File: src/rtl/cpuc_package.sv
// Shared CPUC definitions: datapath width, compare signedness, the min/max
// reduction FSM state encoding and the result record it produces.
package cpuc_package;

  localparam int DATA_WIDTH = 8;
  localparam bit SIGNED_CMP = 1'b1;

  // Widest beat counter any min/max reducer instance may use.
  localparam int MINMAX_CNT_MAX_W = 16;

  typedef enum logic [1:0] {
    S_IDLE  = 2'd0,
    S_ACCUM = 2'd1,
    S_DONE  = 2'd2,
    S_DRAIN = 2'd3
  } t_minmax_state;

  typedef struct packed {
    logic [DATA_WIDTH-1:0]       max;
    logic [DATA_WIDTH-1:0]       min;
    logic [MINMAX_CNT_MAX_W-1:0] count;
    logic                        trunc;
  } t_minmax_res;

endpackage

File: src/rtl/cpuc_minmax_unit.sv
// Combinational max/min compare unit. Ties keep the stored value, so the
// first occurrence of an extreme wins. Signedness follows SIGNED_CMP.
module cpuc_minmax_unit
  import cpuc_package::*;
(
  input  logic [DATA_WIDTH-1:0] cur_max,
  input  logic [DATA_WIDTH-1:0] cur_min,
  input  logic [DATA_WIDTH-1:0] data,
  output logic [DATA_WIDTH-1:0] nxt_max,
  output logic [DATA_WIDTH-1:0] nxt_min,
  output logic                  max_upd,
  output logic                  min_upd
);

  // Strict comparisons only: equal values never replace the stored extreme.
  always_comb begin
    max_upd = 1'b0;
    min_upd = 1'b0;
    if (SIGNED_CMP) begin
      max_upd = $signed(data) > $signed(cur_max);
      min_upd = $signed(data) < $signed(cur_min);
    end else begin
      max_upd = data > cur_max;
      min_upd = data < cur_min;
    end
    nxt_max = max_upd ? data : cur_max;
    nxt_min = min_upd ? data : cur_min;
  end

endmodule

File: src/rtl/cpuc_minmax_reduce.sv
// Streaming min/max reducer for the CPUC compare path. Folds a valid/ready
// frame into a single result beat carrying max, min, beat count and a
// truncation flag. Beats past MAX_FRAME_LEN are dropped until in_last.
// Optional feature: define CPUC_MINMAX_INDEX_EN to add out_max_idx and
// out_min_idx, the 0-based beat index of the first max/min occurrence.
module cpuc_minmax_reduce
  import cpuc_package::*;
#(
  parameter int MAX_FRAME_LEN = 256,
  parameter int CNT_W         = $clog2(MAX_FRAME_LEN + 1),
  localparam int IDX_W        = (CNT_W > 1) ? (CNT_W - 1) : 1
) (
  input  logic                  Clk,
  input  logic                  Rst,
  input  logic                  in_valid,
  output logic                  in_ready,
  input  logic [DATA_WIDTH-1:0] in_data,
  input  logic                  in_last,
  output logic                  out_valid,
  input  logic                  out_ready,
  output logic [DATA_WIDTH-1:0] out_max,
  output logic [DATA_WIDTH-1:0] out_min,
  output logic [CNT_W-1:0]      out_count,
  output logic                  out_trunc
`ifdef CPUC_MINMAX_INDEX_EN
  ,
  output logic [IDX_W-1:0]      out_max_idx,
  output logic [IDX_W-1:0]      out_min_idx
`endif
);

  localparam logic [MINMAX_CNT_MAX_W-1:0] MAX_LEN_C = MINMAX_CNT_MAX_W'(MAX_FRAME_LEN);

  t_minmax_state state;
  t_minmax_state state_nxt;
  t_minmax_res   res;

  logic                        acc_ready;
  logic                        in_fire;
  logic                        out_fire;
  logic [MINMAX_CNT_MAX_W-1:0] next_count;
  logic                        first_at_limit;
  logic                        accum_at_limit;

  logic [DATA_WIDTH-1:0] cmp_max;
  logic [DATA_WIDTH-1:0] cmp_min;
  logic                  max_upd;
  logic                  min_upd;

  // Input is blocked only while a result is waiting, and while in reset.
  assign acc_ready      = (state != S_DONE) && !Rst;
  assign in_ready       = acc_ready;
  assign in_fire        = in_valid && acc_ready;
  assign out_valid      = (state == S_DONE);
  assign out_fire       = out_valid && out_ready;
  assign next_count     = res.count + MINMAX_CNT_MAX_W'(1);
  assign first_at_limit = (MAX_LEN_C == MINMAX_CNT_MAX_W'(1));
  assign accum_at_limit = (next_count == MAX_LEN_C);

  assign out_max   = res.max;
  assign out_min   = res.min;
  assign out_count = res.count[CNT_W-1:0];
  assign out_trunc = res.trunc;

  cpuc_minmax_unit u_unit (
    .cur_max (res.max),
    .cur_min (res.min),
    .data    (in_data),
    .nxt_max (cmp_max),
    .nxt_min (cmp_min),
    .max_upd (max_upd),
    .min_upd (min_upd)
  );

  // State register; reset mid-frame abandons the partial frame.
  always_ff @(posedge Clk or posedge Rst) begin
    if (Rst) begin
      state <= S_IDLE;
    end else begin
      state <= state_nxt;
    end
  end

  // Next-state logic: frame end or length limit closes the frame, a
  // truncated frame drains its remaining beats after the result is taken.
  always_comb begin
    state_nxt = state;
    case (state)
      S_IDLE: begin
        if (in_fire && (in_last || first_at_limit)) begin
          state_nxt = S_DONE;
        end else if (in_fire) begin
          state_nxt = S_ACCUM;
        end
      end
      S_ACCUM: begin
        if (in_fire && (in_last || accum_at_limit)) begin
          state_nxt = S_DONE;
        end
      end
      S_DONE: begin
        if (out_fire) begin
          state_nxt = res.trunc ? S_DRAIN : S_IDLE;
        end
      end
      S_DRAIN: begin
        if (in_fire && in_last) begin
          state_nxt = S_IDLE;
        end
      end
      default: state_nxt = S_IDLE;
    endcase
  end

  // Result accumulation: first beat seeds the record, later beats fold in.
  always_ff @(posedge Clk or posedge Rst) begin
    if (Rst) begin
      res <= '0;
    end else if (in_fire && (state == S_IDLE)) begin
      res.max   <= in_data;
      res.min   <= in_data;
      res.count <= MINMAX_CNT_MAX_W'(1);
      res.trunc <= first_at_limit && !in_last;
    end else if (in_fire && (state == S_ACCUM)) begin
      res.max   <= cmp_max;
      res.min   <= cmp_min;
      res.count <= next_count;
      res.trunc <= accum_at_limit && !in_last;
    end
  end

`ifdef CPUC_MINMAX_INDEX_EN
  logic [IDX_W-1:0] max_idx;
  logic [IDX_W-1:0] min_idx;

  assign out_max_idx = max_idx;
  assign out_min_idx = min_idx;

  // Index capture: the current beat's index is the count before increment.
  always_ff @(posedge Clk or posedge Rst) begin
    if (Rst) begin
      max_idx <= '0;
      min_idx <= '0;
    end else if (in_fire && (state == S_IDLE)) begin
      max_idx <= '0;
      min_idx <= '0;
    end else if (in_fire && (state == S_ACCUM)) begin
      if (max_upd) begin
        max_idx <= res.count[IDX_W-1:0];
      end
      if (min_upd) begin
        min_idx <= res.count[IDX_W-1:0];
      end
    end
  end
`endif

endmodule

File: config.mk
export PLATFORM = sky130hd
export DESIGN_NAME = cpuc_minmax_reduce
export DESIGN_NICKNAME = d
export VERILOG_FILES = /design/src/rtl/cpuc_package.sv /design/src/rtl/cpuc_minmax_unit.sv /design/src/rtl/cpuc_minmax_reduce.sv
export SDC_FILE = /design/constraint.sdc
export NUM_CORES = 1
export LEC_CHECK = 0
export BUFFER_PORTS_ARGS = -buffer_cell sky130_fd_sc_hd__buf_2
export CORE_MARGIN = 5
export CORE_UTILIZATION = 53
export CTS_BUF_LIST = sky130_fd_sc_hd__clkbuf_2 sky130_fd_sc_hd__clkbuf_4 sky130_fd_sc_hd__clkbuf_8
export DETAILED_ROUTE_END_ITERATION = 10
export HOLD_SLACK_MARGIN = 0.06
export PLACE_DENSITY = 0.75
export SLEW_MARGIN = 20
export SYNTH_ARGS = -nofsm -noshare
export SYNTH_HDL_FRONTEND = slang
export SYNTH_SLANG_ARGS = --single-unit
File: constraint.sdc
create_clock -name Clk -period 4.5 [get_ports Clk]
set_input_delay 0.9 -clock Clk [delete_from_list [all_inputs] [get_ports Clk]]
set_output_delay 0.9 -clock Clk [all_outputs]
set_load 0.02 [all_outputs]
==> impl_metrics.tcl, run 1 <==
set metrics [dict create \
    synth_warnings 0 \
    cpPeakStageDelay_ns 0.79 \
    drive_gt1_frac 0.1873 \
    h-tree-depth 2 \
    vias 2682 \
    crit_slowest_cell "nor3_1" \
    route.detailed.drc 0 \
    worstPathRequired_ns 4.73 \
    r2r-start "out_count[0]" \
    hold_slack_ns 0.5123 \
    rows 26 \
    ys_seq_area_frac 0.3072 \
    layout-area-overhead-vs-synth_pct 7.416 \
    powerDensity_mw_per_mm2 640.3 \
    grt_pass1_vias 2493 \
    netlist_area_mm2 0.002851 \
    die_w_um 83.35 \
    period_needed_ns 2.643 \
    finalNetCount 376 \
    layout_commonest_cell "buf_2" \
    cts_sinks 35 \
    peakVddDrop_mv 0.4039 \
    synth_fp_nets 365 \
    ant_nets 0 \
    holdCritStartpoint "res[16]" \
    drv_slew 0 \
    synth-edff-count 0 \
    final_cell_mix "buf_2 (40), dfrtp_1 (35), nand2_1 (30), inv_1 (20), nand3_1 (19)" \
    whs_path_depth 2 \
    timing.fmax_mhz 378.4 \
    numCtsBuffers 5 \
    worstSetupEndpointType "flip-flop" \
    synth-seq-cells 35 \
    ff_latch_area_um2 875.8 \
    fillers 459 \
    grt_pass1_wl_mm 11.95 \
    worstPathCellList "buf_2 > ha_1 > or3b_2 > nor3_1 > a311o_1" \
    ctsHoldBuffers 0 \
    rr_worst_depth 7 \
    yosysUniqueCellTypes 53 \
    ys.flop_type "dfrtp_1" \
    avgSynthCellArea_um2 8.512 \
    drtIter0Drc 228 \
    cts-resized-gates 0 \
    grt_max_degree 39 \
    setup_viol 0 \
    root_buffer "clkbuf_8" \
    n_antenna_cell 0 \
    timing.rr.end "state[0]" \
    max_cap_viol_count 0 \
    clkTransAtPathRegs_ns 0.08 \
    cts_buffer_depth 2 \
    tns_ns 0 \
    firstDrtPassIters 5 \
    wl_per_cell_um 16.75 \
    synth_cells 335 \
    dieHeight_um 83.35 \
    cts_tree "done" \
    cp.arrival_ns 2.88 \
    slew_headroom 0.2861 \
    grt_remaining_overflow 0 \
    die_area_mm2 0.006947 \
    start_util 0.5513 \
    finClkSkew_ns 0.01063 \
    multi_input_area_mm2 0.001658 \
    io_pins 41 \
    critPathKind "in -> reg" \
    start_kind "primary input" \
    io_buffers 40 \
    finalCritPeriodShare 0.5873 \
    core_mm2 0.005172 \
    grt_usage 0.2028 \
    ys_async_sr_fraction 1.000 \
    status "complete, no violations" \
    holdPathEnd "res[16]" \
    antenna_found_initial 0 \
    regToRegSetupSlack_ns 1.95 \
    avgViaCountPerCell 6.432 \
    holdCritPathClass "reg -> reg" \
    routed_wl_mm 6.985 \
    p_leak_nw 1.418 \
    rsz0062_at_grt "no" \
    hold_viol 0 \
    cp_max_fo 8 \
    clk_latency_ns 0.29 \
    globalplace.congestion 0.8734 \
    worstMarginPinSlew_ns 1.064 \
    hpwl_mm 4.883 \
    post_cts_buffers 0 \
]
## worst max-delay path, delay by kind of cell
family                     cells  cell delay, ns
AOI/OAI and AO/OA              1            0.28
buffers and inverters          1            0.14
and+or+nand+nor                2            1.26
adders and majority gates      1            0.29
## per-layer routing
metal,track usage,vias up,routed length [um]
met5,0,-,0
met4,0.05498,0,108
met3,0.03663,11,371
met2,0.3411,97,3399
met1,0.2665,1309,3106
li1,-,1265,-
## report_power, final
part / switching [mW] / internal (mW)
Clock: 0.125 / 0.221
Combinational: 0.612 / 0.398
Sequential: 0.181 / 0.424
## synth_stat cells (all sizes together) (2+ instances only)
master   instances  area (um^2)
a211oi           2        20.02
a21o             8        61.31
a21oi            6        30.03
a221oi           8        70.07
a22o            14        122.6
a311o            8        80.08
a31oi            4        25.02
and3            10        62.56
buf             29        206.4
clkbuf          11        41.29
dfrtp           35        875.8
ha              17        212.7
inv             20        75.07
mux2             2        26.27
mux2i            2        20.02
nand2           30        112.6
nand2b           2        12.51
nand3           20        112.6
nand4           16        115.1
nor2            13        48.80
nor2b            2        12.51
nor3            17        85.08
nor4             5        37.53
o2111ai          8        70.07
o21a             4        30.03
o21ai           19        95.09
or3              3        23.77
or4              3        22.52
xnor2            2        17.52
xor2             2        17.52
## worst max path at each step
stage                 end  depth (start not counted)       start  slack [ns]
3_5_place_dp   out_min[4]                          5  in_data[7]        1.60
4_1_cts        out_min[6]                          5  in_data[7]        1.92
5_1_grt        out_min[6]                          6         Rst        1.73
2_1_floorplan  out_min[0]                          5         Rst        1.59
3_3_place_gp   out_min[6]                          5  in_data[7]        1.64
6_report       out_min[6]                          5  in_data[7]        1.86
## through the flow
step,area (um^2),utilization,worst slack [ns],total power [mW],std cells
detailed placement,2927,0.5658,1.602,1.611,409
CTS,3063,0.5922,1.919,1.963,417
floorplan,2851,-,1.590,1.458,335
finish,3063,0.5922,1.857,1.961,417
global placement,2927,0.5658,1.642,1.589,409
global route,3063,0.5922,1.726,2.114,417
## registers in the layout, summed over array words and instances, names as in the netlist
register,count
out_count,9
out_max,8
out_min,8
res,7
state,2
out_trunc,1
## logic make-up (layout without fill, tap and decap cells)
group,count (synthesis),count (layout),synth area share
AO/OA/AOI/OAI,88,88,0.2334
XOR/XNOR,4,4,0.01229
adder cells (fa/ha/maj),17,17,0.07459
buffers and inverters,60,72,0.1132
flip-flops,35,35,0.3072
multiplexers,4,4,0.01623
AND/OR/NAND/NOR,127,127,0.2431
## cell type report
class                   instances  share of cell area
clock buffers                   5             0.02247
clock inverters                 3             0.02206
inverters                      20             0.02451
multi-input cells             240              0.5413
flip-flops and latches         35              0.2859
well taps                      70             0.02859
repair buffers                 44             0.07516
Note: power is estimated with default switching activity, not from simulation.
==> run 2, diff against run 1 <==
==> constraint.sdc (replaced) <==
create_clock -name Clk -period 2.8 [get_ports Clk]
set_input_delay 0.56 -clock Clk [delete_from_list [all_inputs] [get_ports Clk]]
set_output_delay 0.56 -clock Clk [all_outputs]
set_load 0.02 [all_outputs]
==> run 2 against run 1 <==
Register-to-register slack got worse by 1.5 ns; clock power grew 23%; critical path depth up 1; cell count up 2.4%; via count decreased by 0.89%; worst hold slack got worse by 0.082 ns; non-clock buffer count increased by 10; worst setup slack worse by 1.4 ns; die area unchanged; count of clock-buffer cells in the layout increased by 3; critical path type is now reg -> reg; highest routed layer unchanged.
==> impl_metrics.tcl, run 2 (synthesis results as in run 1) <==
set metrics [dict create \
    status "complete, no violations" \
    powerDensity_mw_per_mm2 994.6 \
    largest_reg_flops 9 \
    cp_max_fo 10 \
    cts_buffer_depth 2 \
    dieHeight_um 83.35 \
    finalCritPeriodShare 0.8387 \
    rr_worst_depth 6 \
    worstPathRequired_ns 2.95 \
    timing.fmax_mhz 425.8 \
    start_kind "flip-flop" \
    layout_commonest_cell "buf_2" \
    cp.arrival_ns 2.50 \
    finClkSkew_ns 0.002985 \
    layout-area-overhead-vs-synth_pct 8.907 \
    tns_ns 0 \
    slew_headroom 0.4385 \
    post_cts_buffers 0 \
    n_antenna_cell 0 \
    r2r-start "out_count[3]" \
    grt_remaining_overflow 0 \
    crit_slowest_cell "dfrtp_1" \
    ctsHoldBuffers 0 \
    setup_viol 0 \
    globalplace.congestion 0.8785 \
    final_cell_mix "buf_2 (40), dfrtp_1 (35), nand2_1 (30), inv_1 (20), nand3_1 (19)" \
    firstDrtPassIters 4 \
    regToRegSetupSlack_ns 0.45 \
    io_buffers 40 \
    clk_latency_ns 0.29 \
    routed_wl_mm 7.004 \
    cp_top_family "simple AND/OR/NAND/NOR gates" \
    die_area_mm2 0.006947 \
    grt_pass1_wl_mm 12.34 \
    route.detailed.drc 0 \
    cts_sinks 35 \
    core_mm2 0.005172 \
    numCtsBuffers 5 \
    cts_tree "done" \
    avgViaCountPerCell 6.225 \
    wl_per_cell_um 16.40 \
    finalNetCount 386 \
    crit_buf_inv 0 \
    drtIter0Drc 239 \
    worstSetupEndpointType "flip-flop" \
    clkTransAtPathRegs_ns 0.07 \
    h-tree-depth 2 \
    critPathKind "reg -> reg" \
    hpwl_mm 5.036 \
    timing.critical_path.from "out_count[3]" \
    io_pins 41 \
    grt_pass1_vias 2520 \
    rows 26 \
    antenna_found_initial 0 \
    root_buffer "clkbuf_8" \
    worstPathCellList "nand4_4 > or3_4 > mux2_4 > o22a_1 > nor4_2 > a31oi_1" \
    max_cap_viol_count 0 \
    vias 2658 \
    hold_slack_ns 0.4300 \
    period_needed_ns 2.348 \
    ant_nets 0 \
    worstMarginPinSlew_ns 0.8391 \
    drv_slew 0 \
    grt_max_degree 39 \
    drive_gt1_frac 0.2101 \
    start_util 0.5513 \
    holdCritPathClass "in -> async" \
    peakVddDrop_mv 0.4806 \
    die_w_um 83.35 \
    rsz0062_at_grt "no" \
    cts-resized-gates 0 \
    grt_usage 0.2109 \
    p_leak_nw 1.459 \
    cpPeakStageDelay_ns 0.54 \
    timing.rr.end "state[0]" \
    hold_viol 0 \
]
## run 2: changes by cell type in the layout (fill, tap and decap cells not counted), sizes merged
cell and delta:
buf +10, bufinv -2, clkbuf +3, clkinvlp -1
## run 2: worst max path at each step
stage / cells after the start / slack [ns] / end
after floorplan: 5 / 0.23 / out_min[0]
after global placement: 7 / 0.30 / out_min[0]
after detailed placement: 7 / 0.23 / out_max[3]
after CTS: 6 / 0.45 / state[0]
after global routing: 7 / 0.28 / out_max[3]
final: 6 / 0.45 / state[0]
## run 2: metal layers
layer | routed length [um] | up-vias | global-route usage
met2 | 3344 | 92 | 0.3448
met4 | 100 | 0 | 0.07281
li1 | - | 1286 | -
met1 | 3103 | 1271 | 0.2783
met5 | 0 | - | 0
met3 | 456 | 9 | 0.03960
## run 2: tightest hold or removal path: stages
cell   delay [ns]
buf_2        0.12
inv_1        0.06
buf_4        0.42
## run 2: stage by stage
stage / setup slack [ns] / util / power (mW) / cells / instance area (um^2)
2_1_floorplan: 0.2300 / - / 2.343 / 335 / 2851
3_3_place_gp: 0.2997 / 0.5803 / 2.616 / 419 / 3002
3_5_place_dp: 0.2341 / 0.5803 / 2.666 / 419 / 3002
4_1_cts: 0.4533 / 0.6004 / 3.102 / 427 / 3105
5_1_grt: 0.2794 / 0.6004 / 3.353 / 427 / 3105
6_report: 0.4517 / 0.6004 / 3.089 / 427 / 3105
## run 2: final cells by class
type / instances / area (um^2)
flip-flops and latches: 35 / 875.8
multi-input cells: 240 / 1658
well taps: 70 / 87.58
fillers: 480 / 2067
clock buffers: 8 / 103.9
inverters: 20 / 75.07
repair buffers: 54 / 305.3
## run 2: power breakdown
part | internal, mW | switching, mW | total (mW) | leakage (nW)
clock | 0.235 | 0.191 | 0.426 | 0.0549
combinational | 0.702 | 1.04 | 1.75 | 0.981
sequential | 0.683 | 0.234 | 0.917 | 0.423
==> run 3, diff against run 2 <==
--- a/config.mk
+++ b/config.mk
@@ -5,13 +5,14 @@
 export SDC_FILE = /design/constraint.sdc
 export NUM_CORES = 1
 export LEC_CHECK = 0
+export ABC_AREA = 1
 export BUFFER_PORTS_ARGS = -buffer_cell sky130_fd_sc_hd__buf_2
 export CORE_MARGIN = 5
 export CORE_UTILIZATION = 53
 export CTS_BUF_LIST = sky130_fd_sc_hd__clkbuf_2 sky130_fd_sc_hd__clkbuf_4 sky130_fd_sc_hd__clkbuf_8
 export DETAILED_ROUTE_END_ITERATION = 10
 export HOLD_SLACK_MARGIN = 0.06
-export PLACE_DENSITY = 0.75
+export PLACE_DENSITY = 0.79
 export SLEW_MARGIN = 20
 export SYNTH_ARGS = -nofsm -noshare
 export SYNTH_HDL_FRONTEND = slang
==> constraint.sdc (replaced) <==
create_clock -name Clk -period 1.95 [get_ports Clk]
set_input_delay 0.39 -clock Clk [delete_from_list [all_inputs] [get_ports Clk]]
set_output_delay 0.39 -clock Clk [all_outputs]
set_load 0.02 [all_outputs]
==> run 3 against run 2 <==
Via count is 16% lower; combinational power is 30% higher; critical path depth is 7 higher; critical endpoint is now out_max[5]; largest power group unchanged; clock skew is 0.0050 ns higher.
==> impl_metrics.tcl, run 3 <==
set metrics [dict create \
    cp.arrival_ns 2.13 \
    h-tree-depth 2 \
    die_area_mm2 0.006082 \
    path_depth 13 \
    path_common_cell "nand2_1" \
    regToRegSetupSlack_ns 0.04 \
    finalCritPeriodShare 0.9770 \
    die_w_um 77.99 \
    r2r-start "out_max[2]" \
    synth-edff-count 0 \
    crit_slowest_cell "dfrtp_1" \
    ys_async_sr_fraction 1.000 \
    status "complete, no violations" \
    final_cell_mix "nand2_1 (93), buf_2 (40), inv_1 (38), nand3_1 (33), dfrtp_1 (33)" \
    drv_slew 0 \
    root_buffer "clkbuf_8" \
    routed_wl_mm 5.585 \
    worstSetupEndpointType "flip-flop" \
    globalplace.congestion 0.8460 \
    slew_headroom 0.7033 \
    avgViaCountPerCell 5.389 \
    timing.fmax_mhz 524.9 \
    cts_buffer_depth 2 \
    cp-endpoint "out_max[5]" \
    vias 2242 \
    worstPathCellList "inv_1 > ha_1 > nand2_1 > inv_1 > o21ai_1 > nand2_1 > a21oi_2 > xor2_1 > nand2_1 > nand2_2 > buf_6 > nand3_1 > nand2_1" \
    ctsHoldBuffers 0 \
    wl_per_cell_um 13.43 \
    peakVddDrop_mv 0.7960 \
    n_antenna_cell 0 \
    ys_seq_area_frac 0.3575 \
    hold_viol 0 \
    hold_slack_ns 0.2042 \
    p_leak_nw 1.454 \
    avgSynthCellArea_um2 7.335 \
    crit_buf_inv 3 \
    ff_latch_area_um2 878.3 \
    cp_max_fo 7 \
    timing.critical_path.from "out_max[2]" \
    holdCritPathClass "in -> async" \
    netlist_top_cells_area "dfrtp_1 (36%), nand2_1 (15%), ha_1 (8.7%)" \
    powerDensity_mw_per_mm2 1487 \
    layout_commonest_cell "nand2_1" \
    antenna_found_initial 0 \
    core_mm2 0.004414 \
    start_util 0.5550 \
    worstPathRequired_ns 2.18 \
    grt_pass1_wl_mm 8.942 \
    dp_slack_ns -0.03356 \
    synth_warnings 0 \
    fin_ws_ns 0.04490 \
    firstDrtPassIters 4 \
    clk_latency_ns 0.30 \
    critPathKind "reg -> reg" \
    synth_cells 334 \
    grt_pass1_vias 2032 \
    cts_sinks 35 \
    timing.rr.end "out_max[5]" \
    grt_max_degree 36 \
    yosys.area.top_type "dfrtp_1" \
    drtIter0Drc 125 \
    finalNetCount 393 \
    fillers 367 \
    ant_nets 0 \
    cpPeakStageDelay_ns 0.39 \
    synth_fp_nets 364 \
    io_buffers 40 \
    drive_gt1_frac 0.2747 \
    multi_input_area_mm2 0.001349 \
    numCtsBuffers 5 \
    layout-area-overhead-vs-synth_pct 17.21 \
    grt_remaining_overflow 0 \
    yosysMostFrequentCell "nand2_1" \
    io_pins 41 \
    period_needed_ns 1.905 \
    setup_viol 0 \
    rr_worst_depth 13 \
    rows 24 \
    rsz0062_at_grt "yes" \
    largest_reg_flops 9 \
    start_kind "flip-flop" \
    synth_top_area_share 0.3575 \
    hpwl_mm 3.959 \
    clkTransAtPathRegs_ns 0.08 \
    ys.flop_type "dfrtp_1" \
    cp_top_family "simple AND/OR/NAND/NOR gates" \
    grt_usage 0.1788 \
    finClkSkew_ns 0.007995 \
    netlist_area_mm2 0.002450 \
    max_cap_viol_count 0 \
    worstMarginPinSlew_ns 0.4450 \
    synth_top_cells_by_count "nand2_1 (98), inv_1 (39), nand3_1 (37), dfrtp_1 (35), buf_4 (27)" \
    yosysUniqueCellTypes 23 \
    route.detailed.drc 0 \
    dieHeight_um 77.99 \
    synth-seq-cells 35 \
    cts_tree "done" \
]
[run 3: cell types whose count changed after synthesis, sizes merged, moves of 11 or more]
cell    previous run  this run
nor2              13        25
a22o              14         0
nand2             30       106
inv               20        40
nand3             20        38
nor3              17         1
clkbuf            11         0
[run 3: power by group]
group          total [mW]  switching (mW)  internal [mW]
Sequential           1.34           0.317           1.02
Combinational        2.27            1.42          0.856
Clock               0.656           0.275          0.380
[run 3: per-layer routing]
layer	wire length [um]	vias to the layer above	GRT usage
li1	-	1116	-
met1	2474	1024	0.2323
met2	2632	88	0.2846
met3	363	14	0.04514
met4	115	0	0.07095
met5	0	-	0
[run 3: repair_timing]
action / in CTS / in global routing
setup endpoints to repair: 0 / 10
buffers inserted: 0 / 3
endpoints found under the hold margin: 0 / 0
gates resized for setup: 0 / 33
[run 3: logic make-up after synthesis]
kind of cell	Yosys count	share of synthesized area
compound gates	33	0.07354
buf+inv	70	0.1501
simple gates	176	0.3212
xor+xnor	3	0.01073
flops	35	0.3575
fa+ha+maj	17	0.08682
[run 3: how the worst min path moves through the flow]
stage                            end  slack [ns]  cells after the start
after floorplan           out_max[1]        0.46                      2
after global placement    out_min[3]        0.48                      2
after detailed placement  out_max[1]        0.49                      2
after CTS                 out_min[4]        0.22                      3
after global routing         res[11]        0.26                      3
final                        res[11]        0.20                      3
[run 3: area by class of cell]
cell class	instances	share of cell area
sequential	35	0.3059
clock inverter	3	0.01525
clock buffer	5	0.02397
multi-input combinational	230	0.4697
inverter	40	0.05403
tap	52	0.02266
timing repair buffer	51	0.1085
[run 3: worst reg2reg max path, delay by kind of cell, from the launching register on]
kind | cells | cell delay [ns]
AOI/OAI and AO/OA | 2 | 0.21
adders and majority gates | 1 | 0.27
buffers and inverters | 3 | 0.25
DFF | 1 | 0.39
and+or+nand+nor | 6 | 0.52
xor gates and xnor gates | 1 | 0.20
[run 3: stage by stage]
| stage | cells | instance area (um^2) | utilization | setup TNS (ns) | total power, mW |
|---|---|---|---|---|---|
| detailed placement | 404 | 2585 | 0.5856 | -0.1200 | 3.385 |
| floorplan | 334 | 2450 | - | 0 | 2.988 |
| CTS | 412 | 2698 | 0.6111 | 0 | 4.053 |
| global placement | 404 | 2585 | 0.5856 | 0 | 3.306 |
| finish | 416 | 2872 | 0.6505 | 0 | 4.271 |
| global route | 416 | 2872 | 0.6505 | -1.136 | 4.631 |
